==> config.mk <==
export PLATFORM = sky130hd
export DESIGN_NAME = intersection_phase_scheduler
export DESIGN_NICKNAME = d
export VERILOG_FILES = /design/src/rtl/intersection_phase_scheduler.sv
export SDC_FILE = /design/constraint.sdc
export NUM_CORES = 1
export LEC_CHECK = 0
export BUFFER_PORTS_ARGS = -buffer_cell sky130_fd_sc_hd__buf_2
export CAP_MARGIN = 20
export CORE_MARGIN = 2
export CORE_UTILIZATION = 45
export CTS_BUF_LIST = sky130_fd_sc_hd__clkbuf_2 sky130_fd_sc_hd__clkbuf_4 sky130_fd_sc_hd__clkbuf_8
export CTS_CLUSTER_DIAMETER = 60
export DETAILED_ROUTE_END_ITERATION = 10
export PLACE_DENSITY = 0.79
export SLEW_MARGIN = 20
export SYNTH_ARGS = -nofsm -noshare
export SYNTH_HDL_FRONTEND = slang
export SYNTH_SLANG_ARGS = --single-unit
==> constraint.sdc <==
create_clock -name clk -period 2.6 [get_ports clk]
set_clock_uncertainty 0.15 [all_clocks]
set_input_delay 0.39 -clock clk [delete_from_list [all_inputs] [get_ports clk]]
set_output_delay 0.39 -clock clk [all_outputs]
set_load 0.01 [all_outputs]
==> src/rtl/intersection_phase_scheduler.sv <==
// rtl/intersection_phase_scheduler.sv - two-street phase scheduler with green/yellow/all-red timing,
// pedestrian requests and parade hold.
module intersection_phase_scheduler #(
  parameter int MIN_GREEN   = 4,
  parameter int MAX_GREEN   = 8,
  parameter int YELLOW_TIME = 2,
  parameter int CNT_W       = 4
) (
  input  logic       clk,
  input  logic       rst,
  input  logic       Ta,
  input  logic       Tb,
  input  logic       Pa,
  input  logic       Pb,
  input  logic       hold,
  output logic [2:0] La,
  output logic [2:0] Lb,
  output logic       walk_a,
  output logic       walk_b,
  output logic [2:0] phase
);

  typedef enum logic [2:0] {
    A_GRN = 3'd0,
    A_YEL = 3'd1,
    AR_AB = 3'd2,
    B_GRN = 3'd3,
    B_YEL = 3'd4,
    AR_BA = 3'd5
  } state_t;

  localparam logic [CNT_W-1:0] MIN_M1 = CNT_W'(MIN_GREEN - 1);
  localparam logic [CNT_W-1:0] MAX_M1 = CNT_W'(MAX_GREEN - 1);
  localparam logic [CNT_W-1:0] YEL_M1 = CNT_W'(YELLOW_TIME - 1);
  localparam logic [CNT_W-1:0] MIN_C  = CNT_W'(MIN_GREEN);

  state_t           r_state;
  state_t           w_next;
  logic [CNT_W-1:0] r_tmr;
  logic             r_req_a, r_req_b;
  logic             r_wg_a, r_wg_b;
  logic             w_dem_a, w_dem_b;
  logic             w_enter_a, w_enter_b;

  assign w_dem_a   = Ta | r_req_a;
  assign w_dem_b   = Tb | r_req_b;
  assign w_enter_a = (w_next == A_GRN) && (r_state != A_GRN);
  assign w_enter_b = (w_next == B_GRN) && (r_state != B_GRN);

  always_comb begin
    w_next = r_state;
    case (r_state)
      A_GRN: if (!hold && r_tmr >= MIN_M1 && w_dem_b && (!Ta || r_tmr == MAX_M1)) w_next = A_YEL;
      A_YEL: if (r_tmr == YEL_M1) w_next = AR_AB;
      AR_AB: w_next = B_GRN;
      B_GRN: if (!hold && r_tmr >= MIN_M1 && w_dem_a && (!Tb || r_tmr == MAX_M1)) w_next = B_YEL;
      B_YEL: if (r_tmr == YEL_M1) w_next = AR_BA;
      AR_BA: w_next = A_GRN;
      default: w_next = A_GRN;
    endcase
  end

  always_ff @(posedge clk or posedge rst) begin
    if (rst) begin
      r_state <= A_GRN;
      r_tmr   <= '0;
      r_req_a <= 1'b0;
      r_req_b <= 1'b0;
      r_wg_a  <= 1'b0;
      r_wg_b  <= 1'b0;
    end else begin
      r_state <= w_next;
      if (w_next != r_state) r_tmr <= '0;
      else if (r_tmr != MAX_M1) r_tmr <= r_tmr + CNT_W'(1);

      // A press coinciding with green entry is folded into the grant, never left pending.
      if (w_enter_a) begin
        r_wg_a  <= r_req_a | Pa;
        r_req_a <= 1'b0;
      end else begin
        if (r_state != A_GRN && Pa) r_req_a <= 1'b1;
        if (w_next != A_GRN) r_wg_a <= 1'b0;
      end

      if (w_enter_b) begin
        r_wg_b  <= r_req_b | Pb;
        r_req_b <= 1'b0;
      end else begin
        if (r_state != B_GRN && Pb) r_req_b <= 1'b1;
        if (w_next != B_GRN) r_wg_b <= 1'b0;
      end
    end
  end

  always_comb begin
    La = 3'b100;
    Lb = 3'b100;
    case (r_state)
      A_GRN: La = 3'b001;
      A_YEL: La = 3'b010;
      B_GRN: Lb = 3'b001;
      B_YEL: Lb = 3'b010;
      default: ;
    endcase
  end

  assign walk_a = (r_state == A_GRN) && r_wg_a && (r_tmr < MIN_C);
  assign walk_b = (r_state == B_GRN) && r_wg_b && (r_tmr < MIN_C);
  assign phase  = r_state;

endmodule

# [Word level (Yosys, flattened, before mapping)]
# Index checks and enable logic that the tools add are counted.
[classes] div_mod_pow=0 mux=17 n_mul=0 add_sub_neg=1 n_eq_ne=11 n_reduce_logical=27 bitwise_logic=4 order_cmp=2 shifts=0
[op_table] cell="3-bit case mux with 5 select lines" count=1
[op_table] cell="1-bit logical AND" count=13
[op_table] cell="3-bit two-way mux" count=4
[op_table] cell="3-bit case mux with 2 select lines" count=2
[op_table] cell="2-bit nonzero test" count=5
[op_table] cell="3-bit by 2-bit == test with 1-bit output, second input constant" count=3
[op_table] cell="1-bit two-way mux" count=8
[op_table] cell="4-bit two-way mux" count=2
[op_table] cell="3-bit zero test" count=2
[op_table] cell="3-bit by 2-bit inequality test with 1-bit output, second input constant" count=2
[op_table] cell="3-bit nonzero test" count=2
[op_table] cell="4-bit by 1-bit adder with 4-bit output, second input constant" count=1
[op_table] cell="4-bit by 1-bit == test with 1-bit output, second input constant" count=1
[op_table] cell="4-bit by 3-bit == test with 1-bit output, second input constant" count=1
[op_table] cell="4-bit by 2-bit greater-or-equal comparator with 1-bit output, second input constant" count=1
[op_table] cell="4-bit by 3-bit less-than comparator with 1-bit output, second input constant" count=1
[op_table] cell="4-bit by 3-bit inequality test with 1-bit output, second input constant" count=1
[op_table] cell="1-bit bitwise OR" count=4
[op_table] cell="3-bit by 1-bit == test with 1-bit output, second input constant" count=1
[op_table] cell="3-bit == test, second input constant" count=1
[op_table] cell="1-bit zero test" count=3
[op_table] cell="3-bit inequality test" count=1
[op_table] cell="1-bit logical OR" count=2
[totals] elab_cells=68 ramBits=0 reg_bits=11 memories=0 input_bits=7 romBits=0 latch_bits=0 out_inout_bits=11

# [Longest topological paths before layout]
[logic_depth] word_depth=9 depth_mapped=6 ltp_nobuf=6

# [Worst setup path before layout]
# Ideal clock, no wire load.
[synth_path] path_kind="reg2out" startpoint="register r_state[1] (netlist: phase[1])" endpoint="output walk_a" n_path_buf=1 slack_ns=0.702 path_stages_with_launch=7 required_time_ns=2.060 arrival_ns=1.358 path_cell_list="dfrtp_1 clkbuf_1 nor2_1 nand2_1 inv_1 nand2_1 nor3_1"
[synth_between] elab_chain_len=3
[synth_lines] element="from (decl)" line_no="37" text="state_t r_state;"
[synth_lines] element="from (signal assigned)" line_no="72" text="r_state <= w_next;"
[synth_lines] element="3-bit zero test" line_no="107" text="assign walk_a = (r_state == A_GRN) && r_wg_a && (r_tmr < MIN_C);"
[synth_lines] element="1-bit logical AND (2 in a row)" line_no="107"
[synth_lines] element="to (decl)" line_no="18" text="output logic walk_a,"
# No other way between the ends.

# [Worst setup path after layout]
# Ends and elaborated chain as after synthesis.

==> run summary <==
wire length per cell: 12.9 µm
pwr dens: 1110 nW/µm²
setup TNS: 0 ns
maximum fanout along the worst path: 11
Slowest-stage cell, CP: dfrtp_1
share of post-route cells with drive strength above 1: 26.5%
Row Count: 14
Avg Synthesized Cell Area: 8.73 µm²
Top cell by count, worst path: nand2_1
Yosys warning count: 0
crit path kind: reg2out
TritonRoute pass-1 iters: 4
remaining antenna violation count: 0
critical path's largest stage delay: 0.49 ns
Worst-Skew Late Latency: 0.27 ns
Via density: 5.39
ant diodes: 0
post-synthesis cell type count: 29
Filler Cell Count: 150
initial drt markers: 5
Tmin final: 2.16 ns
die area: 1860 µm²
CTS sink count: 11
outcome: finished, final reports clean
GRT Util Overall: 19.2%
vias in the first global route: 627
drt total wl: 1.47 mm
H-tree levels: 1
Routability Congestion: 0.822
WP data arrival: 1.62 ns
CP cell instances: nor2_1 > nand2_1 > inv_1 > nand2_1 > nor3_1 > buf_2
Max Clock Freq: 462 MHz
Clock Tree Buf Depth: 2
CTS clk-pin slew, worst paths: 0.07 ns
Total Nets Final: 108
CP Launch Type: register
initial antenna violation count: 0
Setup Buffers After CTS: 0
Final Hold Vio Count: 0
CTS tree: yes
Die H: 43.1 µm
Synth Cell Area: 689 µm²
fin. max-slew vios: 0
most common cell after layout, fill and taps aside: buf_2
Final period util: 83.2%
Yosys reg bits: 11
RSZ-0062 raised after global routing: false
multi-input logic area: 372 µm²
first-pass GRT wire length: 2.59 mm
Max-Cap Viols: 0
Die W: 43.1 µm
final setup fails: 0
Max VDD drop: 0.522 mV
Register Area: 275 µm²
Syn Inst Count: 79
Slew @ Worst Pin: 0.444 ns
cell family with most CP delay: simple AND/OR/NAND/NOR gates
CTS root buf: clkbuf_4
largest net degree at the start of global routing: 12
P&R area growth vs syn: 18.1%
worst hold path type: in2reg
port bufs: 17
post-synthesis sequential area ratio: 39.9%
io pins: 18
worst hold margin: 0.273 ns
syn nets: 88
TritonCTS buffer count: 3
CP Capture Type: output port
CORE AREA: 1470 µm²
Overflow after GRT: 0
Initial Utilization: 46.9%
CP bufs+invs: 2
most frequent cells in the layout: buf_2, nor2_1, dfrtp_1
routed vias: 614
Slew Limit Headroom: 70.0%
residual DRC count: 0
Crit path required time: 2.06 ns
hpwl dp: 1.13 mm
static leakage: 0.418 nW
-- cell families after synthesis --
kind of cell / synth area share [%]
flip-flops: 39.9
AND/OR/NAND/NOR: 25.4
AO/OA/AOI/OAI: 23.6
buffers and inverters: 6.17
adder cells (fa/ha/maj): 3.63
XOR/XNOR: 1.27
-- tightest hold or removal path: cells and delay by family --
kind / cells / cell delay, ns
AO/OA/AOI/OAI: 1 / 0.08
buffers and inverters: 1 / 0.10
AND/OR/NAND/NOR: 1 / 0.08
-- through the flow --
step	setup slack, ns	area (µm²)	power (mW)	util (%)	cells
after CTS	0.430	815	0.913	55.4	114
after floorplan	0.702	689	0.657	-	79
after detailed placement	0.557	774	0.779	52.6	109
final	0.436	815	0.903	55.4	114
after global placement	0.639	774	0.772	52.6	109
after global routing	0.252	815	0.991	55.4	114
-- power by group --
group	switching (mW)	internal, mW
logic	0.239	0.194
clock network	0.0575	0.0699
registers	0.102	0.240
-- repair_timing --
| action | 4_1_cts | 5_1_grt |
|---|---|---|
| resized for setup | 0 | 0 |
| hold buffers | 1 | 0 |
| hold endpoints to repair | 11 | 0 |
-- registers in the layout, indices dropped and copies added, names as in the netlist --
register / cells
r_req_b: 1
phase: 3
r_wg_b: 1
r_wg_a: 1
r_req_a: 1
r_tmr: 4
-- synth_stat cells --
cell	n	area share, %
a2111oi_4	1	4.0
a211oi_1	2	2.2
a21boi_0	1	1.1
a21o_1	1	1.1
a21oi_1	5	3.6
a21oi_2	1	1.3
a22oi_2	1	1.8
a311oi_1	1	1.3
a31oi_1	1	0.91
and3_1	3	2.7
buf_2	1	0.73
buf_6	1	1.6
clkbuf_1	1	0.54
dfrtp_1	11	40
ha_1	2	3.6
inv_1	6	3.3
nand2_1	5	2.7
nand2b_1	1	0.91
nand3_1	2	1.5
nand3b_4	1	2.9
nor2_1	15	8.2
nor3_1	6	4.4
nor4b_1	1	1.3
o211ai_1	1	1.1
o21a_1	1	1.1
o21ai_0	4	2.9
o32ai_1	1	1.3
or2_2	1	0.91
xnor2_1	1	1.3
-- metal layers --
metal,track usage [%],routed length (µm)
met4,9.09,14
met3,5.53,91
met2,30.7,681
met5,0,0
met1,23.3,687
-- path summary, 6_finish.rpt --
kind                                from  endpoint  slack (ns)  cells past startpoint
worst max-delay path            phase[1]    walk_a        0.44                      6
worst min-delay path                  Pa    r_wg_a        0.27                      3
worst max register to register  r_tmr[0]  r_tmr[1]        0.55                      6
worst min register to register    r_wg_b    r_wg_b        0.39                      2
max in group asynchronous            rst  r_tmr[1]        1.50                      3
min in group asynchronous            rst   r_req_b        0.50                      3
-- area by class of cell --
| cell class | count | area share [%] |
|---|---|---|
| flip-flops and latches | 11 | 33.8 |
| clock buffers | 4 | 3.69 |
| repair buffers | 18 | 11.7 |
| multi-input cells | 59 | 45.6 |
| well taps | 16 | 2.46 |
| inverters | 6 | 2.76 |
Note: power is estimated with default switching activity, not from simulation.
